<file path="config.mk">
export PLATFORM = sky130hd
export DESIGN_NAME = dlfloat16_subtractor_pipe
export DESIGN_NICKNAME = d
export VERILOG_FILES = /design/src/rtl/dlfloat16_pkg.sv /design/src/rtl/dlfloat16_lzc.sv /design/src/rtl/dlfloat16_subtractor_pipe.sv
export SDC_FILE = /design/constraint.sdc
export NUM_CORES = 1
export LEC_CHECK = 0
export BUFFER_PORTS_ARGS = -buffer_cell sky130_fd_sc_hd__buf_2
export CAP_MARGIN = 20
export CORE_AREA = 2 2 166 120
export CTS_CLUSTER_SIZE = 28
export DETAILED_ROUTE_END_ITERATION = 10
export DIE_AREA = 0 0 168 122
export GPL_TIMING_DRIVEN = 0
export PLACE_DENSITY = 0.55
export SKIP_LAST_GASP = 1
export SYNTH_ARGS = -nofsm -noshare
export SYNTH_HDL_FRONTEND = slang
export SYNTH_SLANG_ARGS = --single-unit
</file>
<file path="constraint.sdc">
create_clock -name clk -period 4.01 [get_ports clk]
set_input_delay 0.2005 -clock clk [delete_from_list [all_inputs] [get_ports clk]]
set_output_delay 0.2005 -clock clk [all_outputs]
set_load 0.05 [all_outputs]
</file>
<file path="src/rtl/dlfloat16_pkg.sv">
// rtl/dlfloat16_pkg.sv - DLFloat16 field widths, encodings and pack/unpack helpers
package dlfloat16_pkg;

  localparam int EXP_W   = 6;
  localparam int MAN_W   = 9;
  localparam int BIAS    = 31;
  localparam int EXP_MAX = 2 * BIAS + 1;
  localparam int GRD_W   = 3;
  localparam int SIG_W   = MAN_W + 1 + GRD_W;

  localparam logic [15:0] NAN_ENC = 16'h7FFF;
  localparam logic [14:0] MAXFIN  = 15'h7FFE;

  typedef struct packed {
    logic             sign;
    logic [EXP_W-1:0] exp;
    logic [MAN_W-1:0] man;
  } dlf16_t;

  function automatic dlf16_t unpack(input logic [15:0] w);
    return dlf16_t'(w);
  endfunction

  function automatic logic [15:0] pack(input dlf16_t f);
    return {f.sign, f.exp, f.man};
  endfunction

endpackage

</file>
<file path="src/rtl/dlfloat16_lzc.sv">
// rtl/dlfloat16_lzc.sv - 11-bit leading-zero counter; an all-zero input reports 11
module dlfloat16_lzc (
  input  logic [10:0] din,
  output logic [3:0]  cnt
);

  always_comb begin
    cnt = 4'd11;
    for (int i = 0; i < 11; i++) begin
      if (din[i]) cnt = 4'(10 - i);
    end
  end

endmodule

</file>
<file path="src/rtl/dlfloat16_subtractor_pipe.sv">
// rtl/dlfloat16_subtractor_pipe.sv - 3-stage elastic DLFloat16 subtractor, Out = A - B
module dlfloat16_subtractor_pipe
  import dlfloat16_pkg::*;
(
  input  logic        clk,
  input  logic        rst,
  input  logic        in_valid,
  output logic        in_ready,
  input  logic [15:0] A,
  input  logic [15:0] B,
  output logic        out_valid,
  input  logic        out_ready,
  output logic [15:0] Out
);

  localparam logic signed [7:0] E_MAX8 = 8'(EXP_MAX);

  logic load1, load2, load3;

  // Stage registers
  logic             s1_valid, s1_nan, s1_sign_l, s1_sign_s;
  logic [EXP_W-1:0] s1_exp;
  logic [SIG_W-1:0] s1_lsig, s1_ssig;
  logic             s2_valid, s2_nan, s2_sign;
  logic [EXP_W-1:0] s2_exp;
  logic [SIG_W:0]   s2_sum;

  assign load3    = !out_valid || out_ready;
  assign load2    = !s2_valid || load3;
  assign load1    = !s1_valid || load2;
  assign in_ready = load1;

  // S1: negate B, order by magnitude, align the smaller significand
  dlf16_t           a_u, b_u;
  logic             a_big, in_nan, l_sign, s_sign;
  logic [EXP_W-1:0] l_exp, s_exp, e_diff;
  logic [SIG_W-1:0] a_sig, b_sig, l_sig, s_sig, s_sh;

  always_comb begin
    a_u      = unpack(A);
    b_u      = unpack(B);
    b_u.sign = ~b_u.sign;
    in_nan   = (A[14:0] == NAN_ENC[14:0]) || (B[14:0] == NAN_ENC[14:0]);
    a_sig    = (a_u.exp == '0) ? '0 : {1'b1, a_u.man, {GRD_W{1'b0}}};
    b_sig    = (b_u.exp == '0) ? '0 : {1'b1, b_u.man, {GRD_W{1'b0}}};
    a_big    = {a_u.exp, a_u.man} >= {b_u.exp, b_u.man};
    l_sign   = a_big ? a_u.sign : b_u.sign;
    s_sign   = a_big ? b_u.sign : a_u.sign;
    l_exp    = a_big ? a_u.exp  : b_u.exp;
    s_exp    = a_big ? b_u.exp  : a_u.exp;
    l_sig    = a_big ? a_sig    : b_sig;
    s_sig    = a_big ? b_sig    : a_sig;
    e_diff   = l_exp - s_exp;
    s_sh     = (e_diff >= EXP_W'(SIG_W)) ? '0 : (s_sig >> e_diff);
  end

  // S2: magnitude add or subtract; larger operand always minus smaller, so no borrow
  logic [SIG_W:0] sum_c;
  assign sum_c = (s1_sign_l ^ s1_sign_s) ? ({1'b0, s1_lsig} - {1'b0, s1_ssig})
                                         : ({1'b0, s1_lsig} + {1'b0, s1_ssig});

  // S3: normalise, truncate, handle specials. Without a carry the leading one
  // can sit no lower than bit 2, so sum[12:2] covers every live case.
  logic [3:0]         lz;
  logic signed [7:0]  e_n;
  logic [MAN_W-1:0]   f_n;
  logic [15:0]        res;

  dlfloat16_lzc u_lzc (
    .din (s2_sum[SIG_W-1:2]),
    .cnt (lz)
  );

  always_comb begin
    e_n = '0;
    f_n = '0;
    res = '0;
    if (s2_sum[SIG_W]) begin
      e_n = $signed({2'b00, s2_exp}) + 8'sd1;
      f_n = s2_sum[SIG_W-1 -: MAN_W];
    end else begin
      e_n = $signed({2'b00, s2_exp}) - $signed({4'b0000, lz});
      f_n = MAN_W'((s2_sum[SIG_W-2:0] << lz) >> GRD_W);
    end
    if (s2_nan)
      res = NAN_ENC;
    else if (s2_sum == '0 || e_n <= 8'sd0)
      res = '0;
    else if (e_n > E_MAX8 || (e_n == E_MAX8 && f_n == '1))
      res = {s2_sign, MAXFIN};
    else
      res = pack(dlf16_t'({s2_sign, e_n[EXP_W-1:0], f_n}));
  end

  always_ff @(posedge clk or posedge rst) begin
    if (rst) begin
      s1_valid  <= 1'b0;
      s1_nan    <= 1'b0;
      s1_sign_l <= 1'b0;
      s1_sign_s <= 1'b0;
      s1_exp    <= '0;
      s1_lsig   <= '0;
      s1_ssig   <= '0;
      s2_valid  <= 1'b0;
      s2_nan    <= 1'b0;
      s2_sign   <= 1'b0;
      s2_exp    <= '0;
      s2_sum    <= '0;
      out_valid <= 1'b0;
      Out       <= '0;
    end else begin
      if (load1) s1_valid <= in_valid;
      if (load1 && in_valid) begin
        s1_nan    <= in_nan;
        s1_sign_l <= l_sign;
        s1_sign_s <= s_sign;
        s1_exp    <= l_exp;
        s1_lsig   <= l_sig;
        s1_ssig   <= s_sh;
      end
      if (load2) s2_valid <= s1_valid;
      if (load2 && s1_valid) begin
        s2_nan  <= s1_nan;
        s2_sign <= s1_sign_l;
        s2_exp  <= s1_exp;
        s2_sum  <= sum_c;
      end
      if (load3) out_valid <= s2_valid;
      if (load3 && s2_valid) Out <= res;
    end
  end

endmodule

</file>
==> results.cfg <==
[setup_path]
crit_path_max_fanout = 9
worstPathArrival_ns = 4.09
path_delay_family = compound AO/OA/AOI/OAI gates
slowest_delay_ns = 0.54
crit_path_start_kind = primary input
path_common_cell = buf_4
r2r-end = Out[0]
cp_slowest_cell = or4_4
cp_cell_sequence = buf_2 -> inv_1 -> ha_1 -> buf_4 -> nand3_2 -> or4_4 -> a21o_4 -> o2111a_2 -> a21oi_4 -> ha_2 -> or4_1 -> nand2_1 -> a31oi_1 -> nand4_1 -> buf_4 -> buf_4 -> or2_0 -> buf_2 -> o41a_1 -> o21ai_1
r2r-start = s2_sum[4]
critPathRequiredTime_ns = 4.28
rr_worst_depth = 15
rrSetupSlack_ns = 0.20
worstSetupPathType = primary input to flop
worstSetupEndpointType = flop
cp.buffers_inverters = 6

[logic_synthesis]
syn_area_per_cell_um2 = 8.270
ys_warn_count = 0
synth_cell_type_count = 85
syn-num-nets = 856
synth_seq_cells = 73
synth-main-ff-cell = dfrtp_1
yosys-top-cells-area = dfrtp_1, nand2_1, ha_1
synth_top_family_by_area = compound AO/OA/AOI/OAI gates
synthArstFlopShare = 1.000
synth_xor_xnor_area_share = 0.03364
synth_edf_count = 0
synth_compound_area_frac = 0.2578
synth_area_leader_cell = dfrtp_1
synthMuxAreaShare = 0.09266
synth_seq_area_share = 0.2807
synthAdderAreaFrac = 0.06459
netlist_area_um2 = 6509
yosys.area_share.simple = 0.2222
syn-instance-count = 787
synth_top_cell_area_share = 0.2807

[timing]
setup_viol = 0
finClkSkew_ns = 0.01057
maxSlewViolCount = 0
slew_headroom = 0.2949
worst_slew_pin_slew_ns = 1.044
timing.hold.ws_ns = 0.06548
fmax_mhz = 261.4
final.min_clock_period_ns = 3.826
timing.final.crit_share = 0.9542
finalHoldViolCount = 0

[cts]
cts_buffers = 9
clock_sinks = 73
clkLatencyLatePin_ns = 0.34
htree_levels = 3
clock_path_buffers = 2
cts_tree = done
cts_root_buffer = clkbuf_16
clk_pin_slew_ns = 0.07

[layout]
antennaDiodeCount = 0
drive_above_1_share = 0.1873
area_growth_pct = 17.20
postLayoutCellArea_um2 = 7629
nets = 929
fillCellCount = 1934

[routing]
post-route-drc-count = 0
ant_nets = 0
drt_iter0_drc = 582
wl_per_cell_um = 18.68
top_layer_used = met4
num_vias = 6494
first_pass_iters = 5
vias_per_cell = 5.840
routed_wl_mm = 20.77
met2_length_mm = 7.939
wl_met3_mm = 1.607
drt-met1-wl_mm = 10.97

[die]
core_area_um2 = 19100
chipHeight_um = 122
pin_count = 54
rows = 43
die_x_um = 168
die_area_um2 = 20500
start_util = 0.3408

[grt]
grt_max_degree = 59
grt_pass1_vias = 6012
antenna_found_initial = 0
grt_use_total = 0.2074
grt_pass1_wl_mm = 33.56
overflow = 0

[run_status]
status = complete, no violations

[flow_run]
drv_cap = 0

[power]
finalPower_mw = 5.775
peakVddDrop_mv = 0.2448
p_leak_nw = 3.209
p_per_area_nw_per_um2 = 757.0

[placement]
placed_area_um2 = 7113
gp_congestion = 0.9420
dp_hpwl_mm = 16.07
portBuffers = 53

[worst_hold_path]
hp-start = in_valid
whs_path_depth = 2
hp-class = primary input to flop
hold_end = s1_valid
[repair_timing]
item	CTS	global route
resized for setup	10	20
hold buffers	1	0
setup endpoints to repair	25	23
endpoints found under the hold margin	15	0
pin swaps	2	1
buffers inserted	5	4
[stage by stage]
stage	worst slack, ns	TNS, ns	utilization	std cells
3_3_place_gp	-1.034	-19.72	0.3708	1087
2_1_floorplan	0.1403	0	-	787
6_report	0.1838	0	0.3994	1112
3_5_place_dp	-0.9881	-18.30	0.3724	1088
5_1_grt	-0.002325	-0.002325	0.3994	1112
4_1_cts	0.05913	0	0.3937	1110
[state kept, by name, indices dropped and copies added (netlist names), 6 cells and up]
| register | flops |
|---|---|
| s1_lsig | 10 |
| Out | 16 |
| s2_exp | 6 |
| s2_sum | 14 |
| s1_exp | 6 |
| s1_ssig | 13 |
[area by class of cell]
| class | instances | area [um2] | area share |
|---|---|---|---|
| Clock inverter | 7 | 83.83 | 0.01099 |
| Timing Repair Buffer | 64 | 370.4 | 0.04855 |
| Clock buffer | 9 | 225.2 | 0.02952 |
| Buffer | 35 | 170.2 | 0.02231 |
| Tap cell | 247 | 309.0 | 0.04051 |
| Multi-Input combinational cell | 639 | 4493 | 0.5890 |
| Sequential cell | 73 | 1828 | 0.2396 |
| Inverter | 38 | 148.9 | 0.01952 |
[metal layers]
layer,vias to the layer above,GRT usage
met5,-,0
met4,0,0.03913
met3,21,0.04224
met2,244,0.2722
met1,3142,0.3395
li1,3087,-
[worst register-to-register path, stage by stage, from the launching register on]
cell	delay [ns]
dfrtp_1	0.58
nor2_2	0.11
o31ai_1	0.28
and2_1	0.27
nor3_4	0.07
inv_1	0.23
ha_1	0.29
nor2b_1	0.12
o21ai_0	0.24
a21boi_0	0.18
o22a_1	0.26
xor2_2	0.28
a41oi_4	0.23
nor3b_1	0.20
o31ai_1	0.25
a31oi_1	0.09
[cells in the final DEF, fill, tap and decap left out, types with 4 or more instances in the layout]
cell type  Yosys  final
nand4_1       14     14
o21ai_1        9      9
mux2_2        16     16
or4_1          5      5
a211oi_1       6      5
nor3_1        14     13
and2_1         7      7
buf_2          2     55
nand2_1      111    111
a31oi_1       12     12
clkbuf_16      0      9
and3_1         6      6
mux4_2        10     10
a21oi_1       45     44
or3_1          5      5
o22ai_1        6      6
o21a_1         8      8
dfrtp_1       73     72
nor2_1        63     62
ha_1          32     30
o31ai_1       16     15
xor2_1        12     10
buf_4          1     10
nand3_1       25     24
inv_6          0      4
nand2b_1      13     13
clkbuf_1      32     26
clkbuf_2       0      4
o211ai_1       6      6
mux2i_1       17     17
a22oi_1       11     11
nor2b_1        4      4
xnor2_1       13     12
inv_1         37     35
nor4_1         9      8
o21ai_0       60     60
[kinds of logic (layout without fill, tap and decap cells)]
logic type / Yosys count / after routing
XOR/XNOR: 25 / 25
AND/OR/NAND/NOR: 297 / 297
AO/OA/AOI/OAI: 239 / 239
buffers and inverters: 75 / 153
adder cells (fa/ha/maj): 33 / 33
multiplexers: 45 / 45
flip-flops: 73 / 73
[power breakdown]
part           leakage, nW  total [mW]  switching (mW)  internal, mW
Combinational         2.15        3.68            2.31          1.37
Sequential           0.905        1.24           0.268         0.972
Clock                0.149       0.858           0.363         0.496
[synthesized netlist by cell type, drive strengths merged, types with 4 or more instances]
| cell | instances |
|---|---|
| o211ai | 6 |
| nor4 | 9 |
| o31ai | 16 |
| o311ai | 5 |
| nand4 | 15 |
| o21bai | 4 |
| a31oi | 12 |
| nor3 | 14 |
| or4 | 6 |
| o22ai | 6 |
| a22oi | 11 |
| a2111oi | 4 |
| xor2 | 12 |
| or3 | 5 |
| o41ai | 6 |
| xnor2 | 13 |
| dfrtp | 73 |
| o21a | 8 |
| clkbuf | 32 |
| nor2 | 64 |
| mux4 | 10 |
| nor2b | 4 |
| inv | 37 |
| mux2 | 16 |
| and3 | 6 |
| nand2b | 13 |
| a21o | 5 |
| mux2i | 19 |
| buf | 5 |
| a21oi | 46 |
| and2 | 7 |
| nand3 | 26 |
| nand2 | 111 |
| o21ai | 70 |
| a211oi | 9 |
| ha | 32 |
[worst max path at each step]
stage / startpoint / end / slack, ns / cells after the start
global route: B[8] / s1_ssig[3] / -0.002 / 17
finish: B[12] / s1_ssig[7] / 0.18 / 20
detailed placement: s2_sum[3] / Out[3] / -0.99 / 15
CTS: s1_sign_l / s2_sum[13] / 0.06 / 12
global placement: s2_sum[3] / Out[1] / -1.03 / 15
floorplan: B[10] / s1_ssig[3] / 0.14 / 17
(Power assumes the default switching activity.)
